### config.mk
export PLATFORM = sky130hd
export DESIGN_NAME = addsub_op_sequencer_flat
export DESIGN_NICKNAME = d
export VERILOG_FILES = /design/src/rtl/addsub_op_sequencer_if.sv /design/src/rtl/addsub_op_sequencer.sv /design/src/flat_wrapper.sv
export SDC_FILE = /design/constraint.sdc
export NUM_CORES = 1
export LEC_CHECK = 0
export CAP_MARGIN = 15
export CORE_MARGIN = 2
export CORE_UTILIZATION = 45
export DETAILED_ROUTE_END_ITERATION = 16
export GPL_TIMING_DRIVEN = 0
export PLACE_DENSITY = 0.72
export SLEW_MARGIN = 20
export SYNTH_ARGS = -nofsm -noshare
export SYNTH_HDL_FRONTEND = slang
export SYNTH_HIERARCHICAL = 1
export SYNTH_SLANG_ARGS = --single-unit
### constraint.sdc
create_clock -name clk -period 10.1 [get_ports clk]
set_input_delay 2.02 -clock clk [delete_from_list [all_inputs] [get_ports clk]]
set_output_delay 2.02 -clock clk [all_outputs]
set_load 0.005 [all_outputs]
### src/rtl/addsub_op_sequencer_if.sv
// Command/result handshake bundle for addsub_op_sequencer.
// The slave modport is the sequencer side; the master modport is the
// side that issues commands and consumes results.
interface addsub_op_sequencer_if;
    // Command channel
    logic        in_valid;
    logic        in_ready;
    logic [2:0]  in_op;
    logic [15:0] in_a;
    logic [15:0] in_b;

    // Result channel
    logic        out_valid;
    logic        out_ready;
    logic [15:0] out_s;
    logic        out_co;
    logic        out_z;
    logic        out_n;
    logic        out_v;

    modport slave (
        input  in_valid,
        input  in_op,
        input  in_a,
        input  in_b,
        input  out_ready,
        output in_ready,
        output out_valid,
        output out_s,
        output out_co,
        output out_z,
        output out_n,
        output out_v
    );

    modport master (
        output in_valid,
        output in_op,
        output in_a,
        output in_b,
        output out_ready,
        input  in_ready,
        input  out_valid,
        input  out_s,
        input  out_co,
        input  out_z,
        input  out_n,
        input  out_v
    );
endinterface

### src/rtl/addsub_op_sequencer.sv
// Sequential front end for the 16-bit add_sub stage.
// Commands are accepted in IDLE, evaluated in EXEC and the registered
// result is held in HOLD until the consumer takes it. A 16-bit
// accumulator captures every completed result so that chained
// accumulate operations need no external feedback.

// Combinational 16-bit adder/subtractor: M=0 gives a+b, M=1 gives a+~b+1.
module add_sub (
    input  logic [15:0] a,
    input  logic [15:0] b,
    input  logic        M,
    output logic [15:0] s,
    output logic        co
);
    logic [15:0] b_eff;

    assign b_eff   = M ? ~b : b;
    assign {co, s} = {1'b0, a} + {1'b0, b_eff} + {16'b0, M};
endmodule

module addsub_op_sequencer (
    input  logic                       clk,
    input  logic                       rst,
    addsub_op_sequencer_if.slave       bus,
    output logic [15:0]                acc,
    output logic [7:0]                 op_count
);

    typedef enum logic [1:0] {
        ST_IDLE = 2'd0,
        ST_EXEC = 2'd1,
        ST_HOLD = 2'd2
    } state_e;

    typedef enum logic [2:0] {
        OP_ADD    = 3'b000,
        OP_SUB    = 3'b001,
        OP_ACCADD = 3'b010,
        OP_ACCSUB = 3'b011,
        OP_LOAD   = 3'b100,
        OP_CLR    = 3'b101,
        OP_NOP0   = 3'b110,
        OP_NOP1   = 3'b111
    } op_e;

    // Control and latched command
    state_e      state_q;
    op_e         op_q;
    logic [15:0] a_q;
    logic [15:0] b_q;

    // Registered outputs
    logic        in_ready_q;
    logic        out_valid_q;
    logic [15:0] out_s_q;
    logic        out_co_q;
    logic        out_z_q;
    logic        out_n_q;
    logic        out_v_q;
    logic [15:0] acc_q;
    logic [7:0]  cnt_q;

    // Adder operands and raw adder result
    logic [15:0] add_x;
    logic [15:0] add_y;
    logic        add_m;
    logic [15:0] add_s;
    logic        add_co;

    // Next values captured at the end of EXEC
    logic [15:0] res_d;
    logic        co_d;
    logic        v_d;

    // Select adder operands and mode from the latched opcode.
    always_comb begin
        // NOTE: every signal gets a default first so no path leaves a
        // value unassigned, which would otherwise infer a latch.
        add_x = a_q;
        add_y = b_q;
        add_m = 1'b0;
        case (op_q)
            OP_ADD:    begin add_x = a_q;   add_m = 1'b0; end
            OP_SUB:    begin add_x = a_q;   add_m = 1'b1; end
            OP_ACCADD: begin add_x = acc_q; add_m = 1'b0; end
            OP_ACCSUB: begin add_x = acc_q; add_m = 1'b1; end
            default:   begin add_x = a_q;   add_m = 1'b0; end
        endcase
    end

    add_sub u_add_sub (
        .a  (add_x),
        .b  (add_y),
        .M  (add_m),
        .s  (add_s),
        .co (add_co)
    );

    // Pick the result, carry and overflow for the latched opcode.
    always_comb begin
        res_d = add_s;
        co_d  = add_co;
        v_d   = 1'b0;
        case (op_q)
            OP_ADD, OP_ACCADD: begin
                res_d = add_s;
                co_d  = add_co;
                v_d   = (add_x[15] == add_y[15]) && (add_s[15] != add_x[15]);
            end
            OP_SUB, OP_ACCSUB: begin
                res_d = add_s;
                co_d  = add_co;
                v_d   = (add_x[15] != add_y[15]) && (add_s[15] != add_x[15]);
            end
            OP_LOAD: begin
                res_d = a_q;
                co_d  = 1'b0;
                v_d   = 1'b0;
            end
            OP_CLR: begin
                res_d = 16'h0000;
                co_d  = 1'b0;
                v_d   = 1'b0;
            end
            default: begin
                // NOP re-presents the accumulator unchanged.
                res_d = acc_q;
                co_d  = 1'b0;
                v_d   = 1'b0;
            end
        endcase
    end

    // Control FSM with all outputs registered; reset abandons any pending op.
    always_ff @(posedge clk) begin
        // NOTE: state is updated with non-blocking assignments so every
        // register samples values from before this edge.
        if (rst) begin
            // NOTE: command latches are reset too; they are only a few
            // flops and this keeps simulation free of X on the adder.
            state_q     <= ST_IDLE;
            op_q        <= OP_ADD;
            a_q         <= 16'h0000;
            b_q         <= 16'h0000;
            in_ready_q  <= 1'b1;
            out_valid_q <= 1'b0;
            out_s_q     <= 16'h0000;
            out_co_q    <= 1'b0;
            out_z_q     <= 1'b0;
            out_n_q     <= 1'b0;
            out_v_q     <= 1'b0;
            acc_q       <= 16'h0000;
            cnt_q       <= 8'h00;
        end else begin
            case (state_q)
                ST_IDLE: begin
                    if (bus.in_valid) begin
                        op_q       <= op_e'(bus.in_op);
                        a_q        <= bus.in_a;
                        b_q        <= bus.in_b;
                        in_ready_q <= 1'b0;
                        state_q    <= ST_EXEC;
                    end
                end
                ST_EXEC: begin
                    out_s_q     <= res_d;
                    out_co_q    <= co_d;
                    out_z_q     <= (res_d == 16'h0000);
                    out_n_q     <= res_d[15];
                    out_v_q     <= v_d;
                    acc_q       <= res_d;
                    cnt_q       <= cnt_q + 8'd1;
                    out_valid_q <= 1'b1;
                    state_q     <= ST_HOLD;
                end
                ST_HOLD: begin
                    if (bus.out_ready) begin
                        out_valid_q <= 1'b0;
                        in_ready_q  <= 1'b1;
                        state_q     <= ST_IDLE;
                    end
                end
                default: begin
                    out_valid_q <= 1'b0;
                    in_ready_q  <= 1'b1;
                    state_q     <= ST_IDLE;
                end
            endcase
        end
    end

    assign bus.in_ready  = in_ready_q;
    assign bus.out_valid = out_valid_q;
    assign bus.out_s     = out_s_q;
    assign bus.out_co    = out_co_q;
    assign bus.out_z     = out_z_q;
    assign bus.out_n     = out_n_q;
    assign bus.out_v     = out_v_q;
    assign acc           = acc_q;
    assign op_count      = cnt_q;

endmodule
### src/flat_wrapper.sv
// flat-port wrapper written by rule: the top's interface ports become plain ports
module addsub_op_sequencer_flat 
  (clk, rst, acc, op_count, bus_in_valid, bus_in_op, bus_in_a, bus_in_b, bus_out_ready, bus_in_ready, bus_out_valid, bus_out_s, bus_out_co, bus_out_z, bus_out_n, bus_out_v);
  addsub_op_sequencer_if bus_i ();
  input  logic clk;
  input  logic rst;
  output logic [15:0] acc;
  output logic [7:0] op_count;
  input wire logic [$bits(bus_i.in_valid)-1:0] bus_in_valid;
  input wire logic [$bits(bus_i.in_op)-1:0] bus_in_op;
  input wire logic [$bits(bus_i.in_a)-1:0] bus_in_a;
  input wire logic [$bits(bus_i.in_b)-1:0] bus_in_b;
  input wire logic [$bits(bus_i.out_ready)-1:0] bus_out_ready;
  output wire logic [$bits(bus_i.in_ready)-1:0] bus_in_ready;
  output wire logic [$bits(bus_i.out_valid)-1:0] bus_out_valid;
  output wire logic [$bits(bus_i.out_s)-1:0] bus_out_s;
  output wire logic [$bits(bus_i.out_co)-1:0] bus_out_co;
  output wire logic [$bits(bus_i.out_z)-1:0] bus_out_z;
  output wire logic [$bits(bus_i.out_n)-1:0] bus_out_n;
  output wire logic [$bits(bus_i.out_v)-1:0] bus_out_v;
  assign bus_i.in_valid = bus_in_valid;
  assign bus_i.in_op = bus_in_op;
  assign bus_i.in_a = bus_in_a;
  assign bus_i.in_b = bus_in_b;
  assign bus_i.out_ready = bus_out_ready;
  assign bus_in_ready = bus_i.in_ready;
  assign bus_out_valid = bus_i.out_valid;
  assign bus_out_s = bus_i.out_s;
  assign bus_out_co = bus_i.out_co;
  assign bus_out_z = bus_i.out_z;
  assign bus_out_n = bus_i.out_n;
  assign bus_out_v = bus_i.out_v;
  addsub_op_sequencer u_core (.clk(clk), .rst(rst), .bus(bus_i), .acc(acc), .op_count(op_count));
endmodule
==> results of run 1 <==
==> state kept, by name, summed over array words and instances (netlist names) <==
signal	cells
u_core/bus.out_co	1
u_core/op_count	8
u_core/state_q	2
u_core/bus.out_z	1
u_core/a_q	16
u_core/bus.out_n	1
u_core/add_y	16
u_core/op_q	3
u_core/bus.out_valid	1
u_core/bus.in_ready	1
u_core/acc	15
u_core/bus.out_v	1
==> worst min-delay path: stages (launching register included) <==
cell     delay [ps]
dfxtp_1         310
nand2_1          50
a21oi_1          50
==> final cells by class <==
class,count,area [µm²],share of cell area
tap,108,135,0.0258
multi-input combinational,406,2420,0.462
sequential,66,1320,0.252
clock inverter,4,73.8,0.0141
clock buffer,12,155,0.0296
inverter,5,18.8,0.00358
buffer,49,275,0.0525
timing repair buffer,84,841,0.160
==> final timing paths <==
| kind | endpoint | slack (ps) |
|---|---|---|
| max | u_core/bus.out_z | 5760 |
| min | u_core/a_q[6] | 470 |
| max reg2reg | u_core/bus.out_z | 5760 |
| min reg2reg | u_core/a_q[6] | 470 |
==> per-layer routing <==
layer / vias to the layer above / wire length (µm)
met5: - / 0
li1: 1976 / -
met3: 16 / 745
met2: 156 / 5190
met1: 1859 / 5020
met4: 0 / 172
==> through the flow <==
| step | hold slack, ps | instance area [µm²] | power [mW] |
|---|---|---|---|
| final | 467 | 5240 | 0.741 |
| after global routing | 489 | 5240 | 0.778 |
| after CTS | 469 | 5240 | 0.743 |
| after detailed placement | 460 | 5010 | 0.490 |
| after global placement | 447 | 5010 | 0.486 |
| after floorplan | 441 | 4030 | 0.418 |
==> where the power goes <==
part | leakage, nW | internal [mW] | switching [mW]
registers | 0.539 | 0.275 | 0.0156
logic | 1.50 | 0.0920 | 0.104
clock network | 0.117 | 0.153 | 0.101
total | 2.16 | 0.520 | 0.221
==> cells by family after synthesis <==
kind of cell,count (synthesis)
buffers and inverters,54
adder cells (fa/ha/maj),18
flip-flops,66
AO/OA/AOI/OAI,118
XOR/XNOR,34
AND/OR/NAND/NOR,216
multiplexers,20
==> cells in the final DEF (no fill, tap or decap), types with 2 or more instances in the layout <==
cell / Yosys / routed
nand2_1: 132 / 132
clkdlybuf4s50_1: 0 / 84
a21oi_1: 69 / 69
dfxtp_1: 66 / 66
nor2_1: 36 / 36
xor2_1: 24 / 24
a31oi_1: 20 / 20
buf_4: 19 / 19
ha_1: 17 / 17
clkbuf_1: 15 / 16
mux2_2: 16 / 16
clkbuf_8: 0 / 11
or3b_1: 11 / 11
buf_2: 10 / 10
xnor2_1: 10 / 10
and3_1: 7 / 7
o21ai_0: 6 / 6
inv_1: 5 / 5
nand4_1: 5 / 5
or3b_2: 4 / 4
buf_1: 4 / 4
mux2i_1: 4 / 4
a21o_1: 4 / 4
nor2b_1: 3 / 3
or3_1: 3 / 3
o21ai_1: 3 / 3
o21a_1: 3 / 3
bufinv_16: 0 / 2
nand2b_1: 2 / 2
and2b_1: 2 / 2
a22oi_1: 2 / 2
nand3b_1: 2 / 2
nor4_1: 2 / 2
==> results.yml, run 1 <==
timing:
  finalHoldViolCount: 0
  fmax_mhz: 230
  setup_viol: 0
  grt_setup_unrepaired: "no"
  maxSlewHeadroom: 0.598
  finalCritPeriodShare: 0.430
  period_needed_ps: 4340
  fin_setup_tns_ps: 0
  tightest_slew_ps: 600
  finalWorstSetupSlack_ps: 5760
  finalClockSkew_ps: 11.0
  slew_violations: 0
placed_design:
  post-place-ws_ps: 5850
  dp.cells: 718
  dp_hpwl_um: 8740
  portBuffers: 84
  gp_congestion: 0.978
job:
  maxCapViolCount: 0
hold_path:
  min_from: "u_core/a_q[6]"
  hold_path_class: "flip-flop to flip-flop"
  hold_depth: 2
clock_network:
  cts_sinks: 66
  cts_max_level: 3
  cts_tree: "yes"
  cts_setup_buffers: 0
  cts_buffers: 9
  clockBufferDepth: 2
  ctsHoldBuffers: 0
  clockRootBuffer: "clkbuf_8"
  cts.clk_slew.worst_paths_ps: 70
  post_cts_resize_count: 0
  clock_latency_ps: 340
floorplanning:
  die_y_um: 98.7
  ioPinCount: 85
  core_area_mm2: 0.00872
  die_w_um: 98.7
  start_util: 0.463
  dieArea_mm2: 0.00974
  row_count: 34
grt:
  grt_max_degree: 12
  grt_usage: 0.231
  grt.busiest_layer: "met2"
  use_met3: 0.0277
  overflow: 0
  grt_pass1_vias: 3672
  antenna_found_initial: 0
  grt_use_met1: 0.319
  grt_pass1_wl_um: 18100
  met2_usage: 0.374
synth:
  synth_nets: 583
  ys_seq_area_frac: 0.328
  synth.most_common_cell: "nand2_1"
  async_reset_ff_frac: 0
  synthDistinctLibCells: 50
  yosysWarnings: 6
  synth_top_area_frac: 0.328
  yosys.area_share.xor_xnor: 0.0738
  yosysTopAreaCell: "dfxtp_1"
  postSynthAreaPerCell_um2: 7.67
  synth_top_family_by_area: "simple AND/OR/NAND/NOR gates"
  synth_edf_count: 0
  synth.area.mux_share: 0.0546
  syn_inst: 526
  synth_ff_type: "dfxtp_1"
  syn_area_mm2: 0.00403
  synthAdderAreaFrac: 0.0577
  yosys-top-cells-count: "132 x nand2_1, 69 x a21oi_1, 66 x dfxtp_1"
  yosys.area_share.simple: 0.244
  synthTopCellsByArea: "dfxtp_1 33%, nand2_1 12%, a21oi_1 8.6%"
  synth_compound_area_frac: 0.169
  ys_ff_latch: 66
setup_path:
  critPathBufInv: 5
  path_max_fanout: 10
  max_stage_delay_ps: 310
  crit_cells: 19
  end_kind: "flip-flop"
  path_cells: "buf_2 > buf_2 > buf_2 > nor2b_1 > buf_4 > buf_2 > xor2_1 > ha_1 > a21o_1 > or3_1 > a31oi_1 > nor2_1 > a31oi_1 > xnor2_1 > nor2_1 > a31oi_1 > nor4_1 > and3_1 > a32o_1"
  cp_slowest_cell: "dfxtp_1"
  worstSetupStartpointType: "flip-flop"
  critical_path_required_ps: 10320
  path_common_cell: "buf_2"
  cp_top_family: "compound AO/OA/AOI/OAI gates"
  rr_startpoint: "u_core/op_q[2]"
  setup.worst_path.start: "u_core/op_q[2]"
  cp.arrival_ps: 4570
  worst-setup-path-type: "flip-flop to flip-flop"
  ff2ff_path_depth: 19
route:
  wire_per_inst_um: 15.2
  ant_nets: 0
  via_per_inst: 5.46
  drt_first_pass_iters: 5
  drt_iter0_markers: 217
  totalWireLength_um: 11100
  vias: 4007
  drc: 0
final_layout:
  drive_above_1_share: 0.115
  fillers: 829
  fin_util: 0.601
  area_delta_synth_final_pct: 29.9
  layoutNonFillerInstCount: 734
  final_nets: 678
  diodes: 0
status:
  status: "completed"
power:
  ir_drop_uv: 69.1
  powerDensity_mw_per_mm2: 141
  power.leakage_nw: 2.16
Power figures use the tool's default switching activity.
==> inputs of run 2 (changes only) <==
- clock period: 10.1 -> 4 ns (I/O delays scaled with it)
==> results.yml, run 2 (same netlist as run 1, synthesis figures left out) <==
status:
  status: "completed"
setup_path:
  path_max_fanout: 10
  r2r_slack_ps: 140
  critical_path_required_ps: 4220
  ff2ff_path_depth: 19
  cp_slowest_cell: "or3_1"
  worstReg2RegEnd: "u_core/bus.out_z"
  path_common_cell: "buf_6"
  max_stage_delay_ps: 360
  cp.arrival_ps: 4080
  worst-setup-path-type: "flip-flop to flip-flop"
  end_kind: "flip-flop"
  path_cells: "clkbuf_4 > buf_6 > buf_6 > nor2b_2 > buf_4 > buf_6 > xor2_2 > ha_2 > a21o_1 > or3_1 > a31oi_4 > nor2_2 > a31oi_1 > xnor2_1 > nor2_1 > a31oi_1 > nor4_1 > and3_1 > a32o_1"
  worstSetupStartpointType: "flip-flop"
  rr_startpoint: "u_core/op_q[2]"
power:
  powerDensity_mw_per_mm2: 353
  ir_drop_uv: 174
  clkPwrFrac: 0.338
  power_frac_seq: 0.387
  comb_power_share: 0.275
  switching_share: 0.300
  power.leakage_nw: 2.19
  power_mw: 1.90
  p_sw_uw: 568
  power.internal_mw: 1.33
timing:
  finalCritPeriodShare: 0.964
  tightest_slew_ps: 598
  slew_violations: 0
  period_needed_ps: 3860
  finalWorstSetupSlack_ps: 144
  finalClockSkew_ps: 10.5
  maxSlewHeadroom: 0.599
  setup_viol: 0
  fmax_mhz: 259
  finalHoldViolCount: 0
hold_path:
  hold_depth: 2
  hold_end: "u_core/a_q[6]"
  hold_path_class: "flip-flop to flip-flop"
  min_from: "u_core/a_q[6]"
placed_design:
  gp_congestion: 0.978
  portBuffers: 84
  post-place-ws_ps: -252
  dp_hpwl_um: 8740
route:
  drt_iter0_markers: 200
  via_per_inst: 5.42
  vias: 3993
  wire_per_inst_um: 15.3
  totalWireLength_um: 11300
  drc: 0
  drt_first_pass_iters: 5
  ant_nets: 0
grt:
  grt_pass1_vias: 3700
  antenna_found_initial: 0
  overflow: 0
  grt_pass1_wl_um: 18200
  grt_max_degree: 12
  grt_usage: 0.231
clock_network:
  cts_max_level: 3
  cts_sinks: 66
  clockRootBuffer: "clkbuf_8"
  clockBufferDepth: 2
  cts_buffers: 9
  cts_tree: "yes"
  clock_latency_ps: 340
  cts.clk_slew.worst_paths_ps: 70
final_layout:
  final_cell_mix: "132 x nand2_1, 84 x clkdlybuf4s50_1, 69 x a21oi_1, 65 x dfxtp_1, 35 x nor2_1"
  fillers: 818
  final_nets: 681
  drive_above_1_share: 0.140
  diodes: 0
  area_delta_synth_final_pct: 33.0
  final_common_cell: "nand2_1"
floorplanning:
  die_y_um: 98.7
  start_util: 0.463
  row_count: 34
  dieArea_mm2: 0.00974
  ioPinCount: 85
  core_area_mm2: 0.00872
  die_w_um: 98.7
job:
  maxCapViolCount: 0
[run 2: changes by cell type in the layout (fill, tap and decap cells not counted), moves of 2 or more]
cell / delta
a31oi_4: +2
a31oi_1: -4
a31oi_2: +2
buf_6: +4
buf_2: -5
buf_4: +3
[run 2: how the worst max path moves through the flow]
stage	to	from	slack [ps]	cells after the start
after CTS	u_core/bus.out_z	u_core/op_q[2]	20	19
after detailed placement	u_core/bus.out_z	u_core/op_q[2]	-250	19
after global placement	u_core/bus.out_z	u_core/op_q[2]	-180	19
after global routing	u_core/bus.out_z	u_core/op_q[2]	-30	17
final	u_core/bus.out_z	u_core/op_q[2]	140	19
after floorplan	u_core/bus.out_z	u_core/op_q[2]	420	19
[run 2: layer usage]
layer | share of wire | vias up | global-route usage
met5 | 0 | - | 0
met4 | 0.013 | 0 | 0.0801
met3 | 0.063 | 15 | 0.0277
met2 | 0.48 | 141 | 0.375
met1 | 0.45 | 1858 | 0.319
li1 | - | 1979 | -
[run 2: critical path, delay by kind of cell (launching register included)]
kind                     cells  cell delay, ps
AO/OA/AOI/OAI                5            1020
AND/OR/NAND/NOR              6             940
XOR/XNOR                     2             340
buffers and inverters        5             790
adder cells (fa/ha/maj)      1             340
flip-flops                   1             300
[run 2: final cells by class]
cell class                 instances  area, µm²  area share
clock buffer                      12        155      0.0289
sequential                        66       1320       0.247
clock inverter                     4       73.8      0.0138
tap                              108        135      0.0252
buffer                            49        303      0.0564
multi-input combinational        406       2490       0.465
timing repair buffer              87        863       0.161
inverter                           5       18.8     0.00350
[run 2: power by group through the flow]
stage                     Combinational (mW)  Sequential [mW]  Clock (mW)
final                                  0.521            0.734       0.640
after global routing                   0.571            0.740       0.677
after CTS                              0.495            0.734       0.653
after detailed placement               0.488            0.749           0
after global placement                 0.480            0.746           0
after floorplan                        0.318            0.737           0
[run 2: per-stage QoR]
step | TNS, ps | util | std cells | instance area (µm²) | hold slack [ps]
after floorplan | 0 | - | 526 | 4030 | 441
after global placement | -244 | 0.574 | 718 | 5010 | 447
after detailed placement | -385 | 0.574 | 718 | 5010 | 460
after CTS | 0 | 0.605 | 736 | 5280 | 469
after global routing | -34.2 | 0.615 | 737 | 5370 | 488
final | 0 | 0.615 | 737 | 5370 | 466
[run 2: timing repair]
action,in CTS,in global routing
cloned,0,0
hold buffers,0,0
gates resized for setup,6,19
setup endpoints to repair,3,3
setup buffers,2,1
pin swaps,3,4
